## src/rtl/regfile_write_arbiter.sv

```systemverilog
// Round-robin arbiter sharing the register file write port between NUM_REQ writeback sources.
// Define REGFILE_ARB_FIXED_PRIO_EN for fixed lowest-index-wins priority instead of round-robin.
module regfile_write_arbiter #(
    parameter int NUM_REQ = 3,
    parameter int IDX_W   = $clog2(NUM_REQ)
) (
    input  logic                    i_clk,
    input  logic                    i_reset,
    input  logic [NUM_REQ-1:0]      i_req_valid,
    input  logic [5*NUM_REQ-1:0]    i_req_sel,
    input  logic [32*NUM_REQ-1:0]   i_req_data,
    output logic [NUM_REQ-1:0]      o_req_ready,
    output logic                    o_write_en,
    output logic [4:0]              o_selectW,
    output logic [31:0]             o_portW,
    output logic [IDX_W-1:0]        o_grant_id
);

    logic [4:0]         sel_a  [NUM_REQ];
    logic [31:0]        data_a [NUM_REQ];
    logic [IDX_W-1:0]   base_s;
    logic               found_s;
    logic [IDX_W-1:0]   grant_idx_s;
    logic [4:0]         grant_sel_s;
    logic [31:0]        grant_data_s;

    logic               write_en_q, write_en_d;
    logic [4:0]         sel_q, sel_d;
    logic [31:0]        data_q, data_d;
    logic [IDX_W-1:0]   grant_id_q, grant_id_d;

    for (genvar g = 0; g < NUM_REQ; g++) begin : g_unpack
        assign sel_a[g]  = i_req_sel[5*g +: 5];
        assign data_a[g] = i_req_data[32*g +: 32];
    end

`ifdef REGFILE_ARB_FIXED_PRIO_EN
    assign base_s = '0;
`else
    logic [IDX_W-1:0] ptr_q, ptr_d;

    assign base_s = ptr_q;

    // Pointer moves just past the requester that transferred; holds otherwise.
    always_comb begin
        ptr_d = ptr_q;
        if (found_s) begin
            ptr_d = (grant_idx_s == IDX_W'(NUM_REQ - 1)) ? '0 : grant_idx_s + IDX_W'(1);
        end else begin
            ptr_d = ptr_q;
        end
    end

    // Round-robin pointer register.
    always_ff @(posedge i_clk) begin
        if (i_reset) begin
            ptr_q <= '0;
        end else begin
            ptr_q <= ptr_d;
        end
    end
`endif

    // Scan from the base index upward with wrap; first valid requester wins. No grant under reset.
    always_comb begin
        int               raw;
        logic [IDX_W-1:0] scan_idx;
        logic             hit;
        raw          = 0;
        scan_idx     = '0;
        hit          = 1'b0;
        found_s      = 1'b0;
        grant_idx_s  = '0;
        grant_sel_s  = 5'd0;
        grant_data_s = 32'd0;
        for (int i = 0; i < NUM_REQ; i++) begin
            raw          = int'(base_s) + i;
            scan_idx     = (raw >= NUM_REQ) ? IDX_W'(raw - NUM_REQ) : IDX_W'(raw);
            hit          = !found_s && i_req_valid[scan_idx] && !i_reset;
            found_s      = found_s | hit;
            grant_idx_s  = hit ? scan_idx          : grant_idx_s;
            grant_sel_s  = hit ? sel_a[scan_idx]   : grant_sel_s;
            grant_data_s = hit ? data_a[scan_idx]  : grant_data_s;
        end
    end

    assign o_req_ready = found_s ? (NUM_REQ'(1) << grant_idx_s) : '0;

    // Output stage next state: a register-0 request is consumed but never enables a write.
    always_comb begin
        write_en_d = found_s && (grant_sel_s != 5'd0);
        sel_d      = found_s ? grant_sel_s  : sel_q;
        data_d     = found_s ? grant_data_s : data_q;
        grant_id_d = found_s ? grant_idx_s  : grant_id_q;
    end

    // Registered write port.
    always_ff @(posedge i_clk) begin
        if (i_reset) begin
            write_en_q <= 1'b0;
            sel_q      <= 5'd0;
            data_q     <= 32'd0;
            grant_id_q <= '0;
        end else begin
            write_en_q <= write_en_d;
            sel_q      <= sel_d;
            data_q     <= data_d;
            grant_id_q <= grant_id_d;
        end
    end

    assign o_write_en = write_en_q;
    assign o_selectW  = sel_q;
    assign o_portW    = data_q;
    assign o_grant_id = grant_id_q;

endmodule

```

## config.mk

```make
export PLATFORM = sky130hd
export DESIGN_NAME = regfile_write_arbiter
export DESIGN_NICKNAME = d
export VERILOG_FILES = /design/src/rtl/regfile_write_arbiter.sv
export SDC_FILE = /design/constraint.sdc
export NUM_CORES = 1
export LEC_CHECK = 0
export ABC_AREA = 0
export ABC_CLOCK_PERIOD_IN_PS = 5950
export CORE_UTILIZATION = 45
export DETAILED_ROUTE_END_ITERATION = 10
export GPL_TIMING_DRIVEN = 0
export PLACE_DENSITY = 0.8
export SLEW_MARGIN = 10
export SYNTH_ARGS = -nofsm -noshare
export SYNTH_HDL_FRONTEND = slang
export SYNTH_SLANG_ARGS = --single-unit
```

## constraint.sdc

```tcl
create_clock -name i_clk -period 5.95 [get_ports i_clk]
set_clock_uncertainty 0.15 [all_clocks]
set_input_delay 0.8925 -clock i_clk [delete_from_list [all_inputs] [get_ports i_clk]]
set_output_delay 0.8925 -clock i_clk [all_outputs]
set_load 0.01 [all_outputs]
```

==> impl_metrics.toml, run 1 <==
[synthesis]
synth_edf_count = 0
syn_area_per_cell_um2 = 7.38
synthesis.nets = 721
synth_top_cell_area_share_pct = 18.9
synth_cell_type_count = 41
combinational_family_with_the_most_area_after_synthesis = "compound AO/OA/AOI/OAI gates"
post_synth_mux_area_share_pct = 26.2
synth-seq-cells = 42
postSynth.topFlopCell = "sky130_fd_sc_hd__dfxtp_1"
synth.cells.most_frequent = "sky130_fd_sc_hd__nor2_1, sky130_fd_sc_hd__mux2i_1, sky130_fd_sc_hd__a21oi_1"
synth_top_area_cell = "sky130_fd_sc_hd__dfxtp_1"
synth.top_cells.by_area = "sky130_fd_sc_hd__dfxtp_1, sky130_fd_sc_hd__mux2i_1, sky130_fd_sc_hd__mux2_2"
share_of_async_settable_or_async_resettable_flops_after_synthesis_pct = 0
yosysSeqAreaShare_pct = 18.9
netlist_area_um2 = 4440
yosys_warnings = 0
synth_simple_gate_area_share_pct = 19.1
yosys.cell_count.top_type = "sky130_fd_sc_hd__nor2_1"
synth_adder_area_share_pct = 0.845
synthCells = 602
compound_gate_fraction_of_synth_area_pct = 28.2
synthXorXnorAreaFrac_pct = 0

[clock_tree]
cts_tree = "done"
postCtsResizedCells = 0
cts_made_buffers = 5
root_buffer = "sky130_fd_sc_hd__clkbuf_8"
cts.sinks = 42
cts_hold_repair.buffers = 0
clk_latency_ns = 0.29
max-clock-path-buffers = 2
clkTransAtPathRegs_ns = 0.08
post_cts_setup_buffer_count = 0
cts-htree-levels = 2

[route]
num_vias = 5592
drt_pre_antenna_iters = 5
detail_route.wirelength_um = 16900
dr.first_iter.drc_count = 329
highest_layer = "met4"
route.met2.wl_um = 7980
detail_routed_via_count_per_cell = 6.23
remaining_drc_errors = 0
routed_metal_1_wire_length_um = 6720
wl_per_cell_um = 18.8
ant_nets = 0
met3WireLength_um = 1880

[timing]
finalCriticalPeriod_ns = 4.68
min_period_over_period_pct = 78.6
slew_headroom_pct = 52.3
report.final.slew_viol_count = 0
timing.final.setup_violations = 0
grt_setup_unrepaired = "false"
tightestPinTransition_ns = 0.716
finalHoldViolations = 0
fin_tns_setup_ns = 0
fmaxAchievable_mhz = 214

[grt]
grt_overflow = 0
grt_start_max_net_pins = 13
grt_pass1_vias = 5525
global_route.usage.total_pct = 32.3
grt_first_pass_wirelength_um = 26500
antenna_found_initial = 0

[pwr]
p_leak_uw = 0.00246
power-per-cell-area_nw_per_um2 = 235
worst_ir_drop_vdd_v = 0.000145

[place]
placedCellCount = 889
routabilityCongestion = 0.899
port_buffers = 158
place.detailed.hpwl_um = 12500

[die]
floorplan.die.height_um = 101
core_area_um2 = 9420
initial_utilization_pct = 47.2
dieArea_um2 = 10300
placementRows = 35
io_pins = 159
floorplan.die.width_um = 101

[worst_setup_path]
crit_required_ns = 4.91
timing.critical_path.cells = "clkdlybuf4s50_1 > mux2_2 > mux2_2 > o31ai_1 > buf_2 > nor2_1 > and2_1 > clkdlybuf4s50_1"
critPathKind = "in -> out"
worst_ep_arrival_time_ns = 3.63
crit_buf_inv = 3
slowest_delay_ns = 0.52
crit_path_end_kind = "primary output"
worst_path_dominant_cell_family = "buffers and inverters"
timing.critical_path.slowest_stage_cell = "sky130_fd_sc_hd__clkdlybuf4s50_1"
worst-path-max-fanout = 10
startpoint_type = "primary input"

[finish]
area_growth_pct = 41.3
final.fill_count = 819
layout.cells.non_filler = 897
antennaDiodeCount = 0
finalNetCount = 886
layout-drive-gt1-share_pct = 10.7

[hold_path]
worst_hold_path_type = "reg -> reg"

[status]
run_status = "complete, no violations"

[flow_run]
maxCapViolCount = 0
where the power goes:
part / internal (µW) / switching (µW) / leakage (µW)
clock network: 93.9 / 105 / 0.0000482
registers: 334 / 30.2 / 0.000347
logic: 426 / 486 / 0.00206
total: 854 / 621 / 0.00246
state kept, by name, summed over array words and instances (netlist names):
signal and count:
o_portW 32, o_selectW 5, o_grant_id 2, base_s 2, o_write_en 1
layer usage:
| layer | up-vias | track usage [%] |
|---|---|---|
| li1 | 2587 | - |
| met1 | 2613 | 39.6 |
| met2 | 359 | 54.9 |
| met3 | 33 | 6.35 |
| met4 | 0 | 14.2 |
| met5 | - | 0 |
path summary, 6_finish.rpt:
path / startpoint / to / slack [ns] / depth (start not counted)
max: i_req_valid[0] / o_req_ready[0] / 1.27 / 8
max reg2reg: base_s[0] / o_portW[25] / 2.93 / 10
min: o_selectW[2] / o_selectW[2] / 0.31 / 2
min reg2reg: o_selectW[2] / o_selectW[2] / 0.31 / 2
tightest hold or removal path, stage by stage (launching register included):
cell	delay, ns
sky130_fd_sc_hd__dfxtp_1	0.31
sky130_fd_sc_hd__nand2_1	0.05
sky130_fd_sc_hd__a21oi_1	0.06
final cells by class:
class / instances / area (µm²) / area share, %
buffer: 62 / 282 / 4.48
tap: 129 / 161 / 2.57
clock inverter: 1 / 5.00 / 0.0797
inverter: 3 / 11.3 / 0.179
timing repair buffer: 158 / 1580 / 25.2
multi-input combinational: 495 / 3310 / 52.7
clock buffer: 7 / 86.3 / 1.38
sequential: 42 / 841 / 13.4
cell families after synthesis:
group | after synthesis
AND/OR/NAND/NOR | 197
buffers and inverters | 65
multiplexers | 111
flip-flops | 42
AO/OA/AOI/OAI | 184
adder cells (fa/ha/maj) | 3
per-stage QoR:
stage	util [%]	power [µW]	area [µm²]	worst slack (ns)	hold slack, ns
after CTS	66.7	1460	6280	1.36	0.316
final	66.7	1480	6280	1.27	0.313
after global routing	66.7	1560	6280	1.20	0.340
after global placement	65.7	1230	6190	1.36	0.294
after detailed placement	65.7	1260	6190	1.37	0.305
after floorplan	-	915	4440	2.62	0.331
cell usage in the layout, fill, tap and decap left out, types with 6 or more instances in the layout:
| master | instances |
|---|---|
| sky130_fd_sc_hd__nor2_1 | 100 |
| sky130_fd_sc_hd__dfxtp_1 | 42 |
| sky130_fd_sc_hd__clkbuf_8 | 6 |
| sky130_fd_sc_hd__o22ai_1 | 14 |
| sky130_fd_sc_hd__nand2_1 | 45 |
| sky130_fd_sc_hd__o21ai_0 | 15 |
| sky130_fd_sc_hd__mux2i_1 | 76 |
| sky130_fd_sc_hd__clkbuf_1 | 25 |
| sky130_fd_sc_hd__nor2b_1 | 7 |
| sky130_fd_sc_hd__mux2_2 | 34 |
| sky130_fd_sc_hd__a21oi_1 | 69 |
| sky130_fd_sc_hd__buf_2 | 30 |
| sky130_fd_sc_hd__a221oi_1 | 32 |
| sky130_fd_sc_hd__a211oi_1 | 20 |
| sky130_fd_sc_hd__a2111oi_0 | 14 |
| sky130_fd_sc_hd__a311oi_1 | 6 |
| sky130_fd_sc_hd__nor3_1 | 24 |
| sky130_fd_sc_hd__clkdlybuf4s50_1 | 158 |
Note: power is estimated with default switching activity, not from simulation.
==> inputs of run 2 (changes only) <==
- ABC_CLOCK_PERIOD_IN_PS: 5950 -> 4100
- CORE_UTILIZATION: 45 -> 42
- PLACE_DENSITY: 0.8 -> 0.79
- clock period: 5.95 -> 4.1 ns (I/O delays scaled with it)
==> run 2 against run 1 <==
  * Via count grew 0.57%
  * First-iteration DRC count up 66%
  * Die area grew 7.0%
==> impl_metrics.toml, run 2 (synthesis results as in run 1) <==
[timing]
tightestPinTransition_ns = 0.689
finalHoldViolations = 0
grt_setup_unrepaired = "false"
slew_headroom_pct = 54.0
setup_slack_ns = 0.156
fmaxAchievable_mhz = 254
finalCriticalPeriod_ns = 3.94
min_period_over_period_pct = 96.2
timing.final.setup_violations = 0
report.final.slew_viol_count = 0
fin_tns_setup_ns = 0

[hold_path]
worst_hold_path_type = "reg -> reg"

[finish]
layout.cells.non_filler = 903
final_design_area_no_fill_um2 = 6310
layout.core_utilization_pct = 61.4
mostFrequentLayoutCell = "sky130_fd_sc_hd__clkdlybuf4s50_1"
sequential_cell_area_um2 = 841
layout-drive-gt1-share_pct = 11.1
layout.cells.most_common_list = "sky130_fd_sc_hd__clkdlybuf4s50_1, sky130_fd_sc_hd__nor2_1, sky130_fd_sc_hd__mux2i_1"
final.fill_count = 957
largest_register_ff_count = 32
multi_input_comb_area_um2 = 3320
area_growth_pct = 41.9
antennaDiodeCount = 0
finalNetCount = 885

[route]
detail_route.wirelength_um = 16900
num_vias = 5624
detail_routed_via_count_per_cell = 6.23
wl_per_cell_um = 18.7
drt_pre_antenna_iters = 7
ant_nets = 0
dr.first_iter.drc_count = 545
remaining_drc_errors = 0

[worst_setup_path]
worst_ep_arrival_time_ns = 3.18
crit_required_ns = 3.34
startpoint_type = "primary input"
worst-path-max-fanout = 10
critPathKind = "in -> out"
crit_path_end_kind = "primary output"

[grt]
grt_start_max_net_pins = 13
antenna_found_initial = 0
grt_pass1_vias = 5401
grt_first_pass_wirelength_um = 26700
grt_overflow = 0
global_route.usage.total_pct = 29.8

[pwr]
swShare_pct = 42.1
p_leak_uw = 0.00248
comb_power_share_pct = 61.7
power-per-cell-area_nw_per_um2 = 341
worst_ir_drop_vdd_v = 0.000167
p_int_uw = 1240
net-switching-power_uw = 906
clock_power_share_pct = 13.7
share_seq_of_total_power_pct = 24.6

[die]
floorplan.die.height_um = 105
io_pins = 159
floorplan.die.width_um = 105
dieArea_um2 = 11000
placementRows = 37
core_area_um2 = 10300
initial_utilization_pct = 43.2

[clock_tree]
cts_made_buffers = 5
clkTransAtPathRegs_ns = 0.08
cts-htree-levels = 2
max-clock-path-buffers = 2
root_buffer = "sky130_fd_sc_hd__clkbuf_8"
cts.sinks = 42
cts_tree = "done"
clk_latency_ns = 0.29
post_cts_setup_buffer_count = 0

[place]
port_buffers = 158
routabilityCongestion = 0.879
placedCellCount = 896
place.detailed.hpwl_um = 12700
dpl-instance-area_um2 = 6190
preCtsSetupSlack_ns = 0.0704

[flow_run]
maxCapViolCount = 0

[status]
run_status = "complete, no violations"
-- run 2: cell types whose count changed in the layout (fill, tap and decap cells not counted) --
cell                              previous run  this run
sky130_fd_sc_hd__buf_2                      30        27
sky130_fd_sc_hd__clkbuf_1                   25        23
sky130_fd_sc_hd__clkbuf_2                    0         1
sky130_fd_sc_hd__clkbuf_4                    0         3
sky130_fd_sc_hd__clkdlybuf4s50_1           158       157
sky130_fd_sc_hd__dlymetal6s2s_1              0         1
sky130_fd_sc_hd__o31ai_1                     1         0
sky130_fd_sc_hd__o31ai_2                     0         1
sky130_fd_sc_hd__o32ai_1                     1         0
sky130_fd_sc_hd__o32ai_2                     0         1
-- run 2: layout make-up --
| type | count | area share (%) |
|---|---|---|
| well taps | 136 | 2.70 |
| clock buffers | 7 | 1.37 |
| inverters | 3 | 0.179 |
| flip-flops and latches | 42 | 13.3 |
| clock inverters | 1 | 0.0794 |
| multi-input cells | 495 | 52.7 |
| repair buffers | 158 | 25.1 |
| plain buffers | 61 | 4.54 |
-- run 2: metal layers --
| metal | global-route usage (%) | vias to the layer above | share of wire [%] |
|---|---|---|---|
| li1 | - | 2586 | - |
| met1 | 36.8 | 2625 | 40 |
| met2 | 51.5 | 376 | 48 |
| met3 | 5.99 | 37 | 9.8 |
| met4 | 10.3 | 0 | 1.8 |
| met5 | 0 | - | 0 |
-- run 2: critical path: stages --
cell	delay, ns
sky130_fd_sc_hd__clkdlybuf4s50_1	0.53
sky130_fd_sc_hd__mux2_2	0.35
sky130_fd_sc_hd__mux2_2	0.33
sky130_fd_sc_hd__o31ai_2	0.37
sky130_fd_sc_hd__buf_2	0.27
sky130_fd_sc_hd__nor2_1	0.07
sky130_fd_sc_hd__and2_1	0.17
sky130_fd_sc_hd__clkdlybuf4s50_1	0.47
-- run 2: path summary, 6_finish.rpt --
kind / from / slack (ns) / to / depth (start not counted)
max reg2reg: base_s[0] / 1.07 / o_write_en / 9
min reg2reg: o_selectW[2] / 0.31 / o_selectW[2] / 2
max: i_req_valid[0] / 0.16 / o_req_ready[0] / 8
min: o_selectW[2] / 0.31 / o_selectW[2] / 2
-- run 2: per-stage QoR --
step	total power, µW	hold WS, ns
6_report	2150	0.307
5_1_grt	2270	0.336
4_1_cts	2130	0.311
3_5_place_dp	1820	0.300
3_3_place_gp	1790	0.294
2_1_floorplan	1330	0.331
-- run 2: power by group through the flow --
stage	Combinational (µW)	Sequential (µW)	Clock, µW
floorplan	763	564	0
global placement	1260	533	0
detailed placement	1290	535	0
CTS	1300	527	301
global route	1420	536	315
finish	1330	528	295
-- run 2: what timing repair did --
item | in CTS | in global routing
setup endpoints to repair | 3 | 3
hold buffers | 0 | 0
hold endpoints to repair | 0 | 0
gates resized for setup | 1 | 6
==> RTL edit: new RTL, settings of run 2 <==
Set the parameter `NUM_REQ` to 2 (it was 3).
--- a/src/rtl/regfile_write_arbiter.sv
+++ b/src/rtl/regfile_write_arbiter.sv
@@ -2,5 +2,5 @@
 // Define REGFILE_ARB_FIXED_PRIO_EN for fixed lowest-index-wins priority instead of round-robin.
 module regfile_write_arbiter #(
-    parameter int NUM_REQ = 3,
+    parameter int NUM_REQ = 2,
     parameter int IDX_W   = $clog2(NUM_REQ)
 ) (
Ports: changed (5 resized); port bits go from 159 to 119. The function was not compared with the original's and may differ.
==> RTL edit against run 2 <==
- sequential cell count is 2 lower
- non-clock buffer count fell by 83
- sequential share of layout area increased by 12 points
- total power decreased by 54%
- design area shrank 50%
- global-route usage decreased by 3.5 points
- synthesized area fell by 59%
- worst setup slack better by 0.72 ns
- routed wire length shrank 65%
==> RTL edit: results <==
metrics = {
    "logic_synthesis": {
        "synthTopCellsByArea": "dfxtp_1 44%, o221a_2 13%, a211oi_1 11%",
        "synth_common_cells": "40 x dfxtp_1, 26 x a211oi_1, 23 x o21a_1",
        "ys_seq_area_share_pct": 44.0,
        "yosysUniqueCellTypes": 27,
        "synth_mux_area_share_pct": 1.86,
        "avgSynthCellArea_um2": 10.0,
        "synthAdderAreaFrac_pct": 0,
        "synth_compound_area_share_pct": 41.1,
        "syn-num-nets": 259,
    },
    "drt": {
        "drt_first_pass_iters": 4,
        "dr_wl_met3_um": 600,
        "drt_iter0_drc": 127,
        "vias_per_cell": 5.50,
        "routed-wl-met2_mm": 2.49,
        "met1Wirelength_mm": 2.57,
        "wl_mm": 5.85,
        "routed-via-count": 1958,
    },
    "clock_tree": {
        "cts_repair_resize_count": 0,
        "post-cts-setup-buffers": 0,
    },
    "grt": {
        "use_met3_pct": 7.60,
        "grt_pass1_vias": 1868,
        "grt_pass1_wl_mm": 8.91,
        "grtUsageMet2_pct": 40.0,
        "grt_use_total_pct": 26.4,
    },
    "pwr": {
        "p_leak_nw": 1.16,
        "sequentialPower_mw": 0.438,
        "irDropWorstVdd_mv": 0.221,
        "p_per_area_nw_per_um2": 315,
        "internal_power_mw": 0.730,
        "comb_power_mw": 0.277,
    },
    "cells_and_area": {
        "nets": 383,
        "drive_above_1_share_pct": 16.7,
        "fillers": 330,
    },
    "placement": {
        "port_buffers": 117,
        "postPlaceCellArea_um2": 3050,
        "dp_cells": 348,
        "pre_cts_slack_ns": 0.871,
        "gp_congestion": 0.774,
        "hpwl_mm": 4.36,
    },
    "worst_setup_path": {
        "critical_path_arrival_ns": 2.46,
        "crit_path_end": "o_req_ready[1]",
        "slowest_delay_ns": 0.64,
        "r2r_start": "base_s",
        "r2r_end": "o_portW[6]",
        "r2r_cells": 5,
        "r2r_slack_ns": 2.59,
    },
    "min_path": {
        "hold_path_end": "o_portW[26]",
        "hp-start": "o_portW[26]",
    },
    "outcome": {
        "status": "finished, final reports clean",
    },
    "sta": {
        "whs_ns": 0.399,
    },
}
## RTL edit: changes by cell type in the layout (fill, tap and decap cells not counted), sizes merged, moves of 21 or more
cell,run 2,this run
a21oi,69,1
mux2i,77,0
nor3,25,1
nor2,101,19
o221a,0,23
clkbuf,33,12
clkdlybuf4s50,157,117
nand2,45,2
buf,35,13
o21a,1,23
mux2,34,3
a221oi,36,0
## RTL edit: worst reg2reg max path: stages, from the launching register on
cell and delay (ns):
dfxtp_1 0.30, buf_2 0.16, a21bo_2 0.26, buf_6 0.16
o221a_2 0.27, o21a_1 0.11
## RTL edit: final cells by class
type / instances / area [µm²] / area share (%)
timing repair buffer: 117 / 1170 / 37.2
multi-input combinational: 120 / 888 / 28.3
sequential: 40 / 801 / 25.5
buffer: 19 / 121 / 3.86
clock buffer: 6 / 82.6 / 2.63
tap: 50 / 62.6 / 1.99
clock inverter: 2 / 10.0 / 0.318
inverter: 2 / 7.51 / 0.239
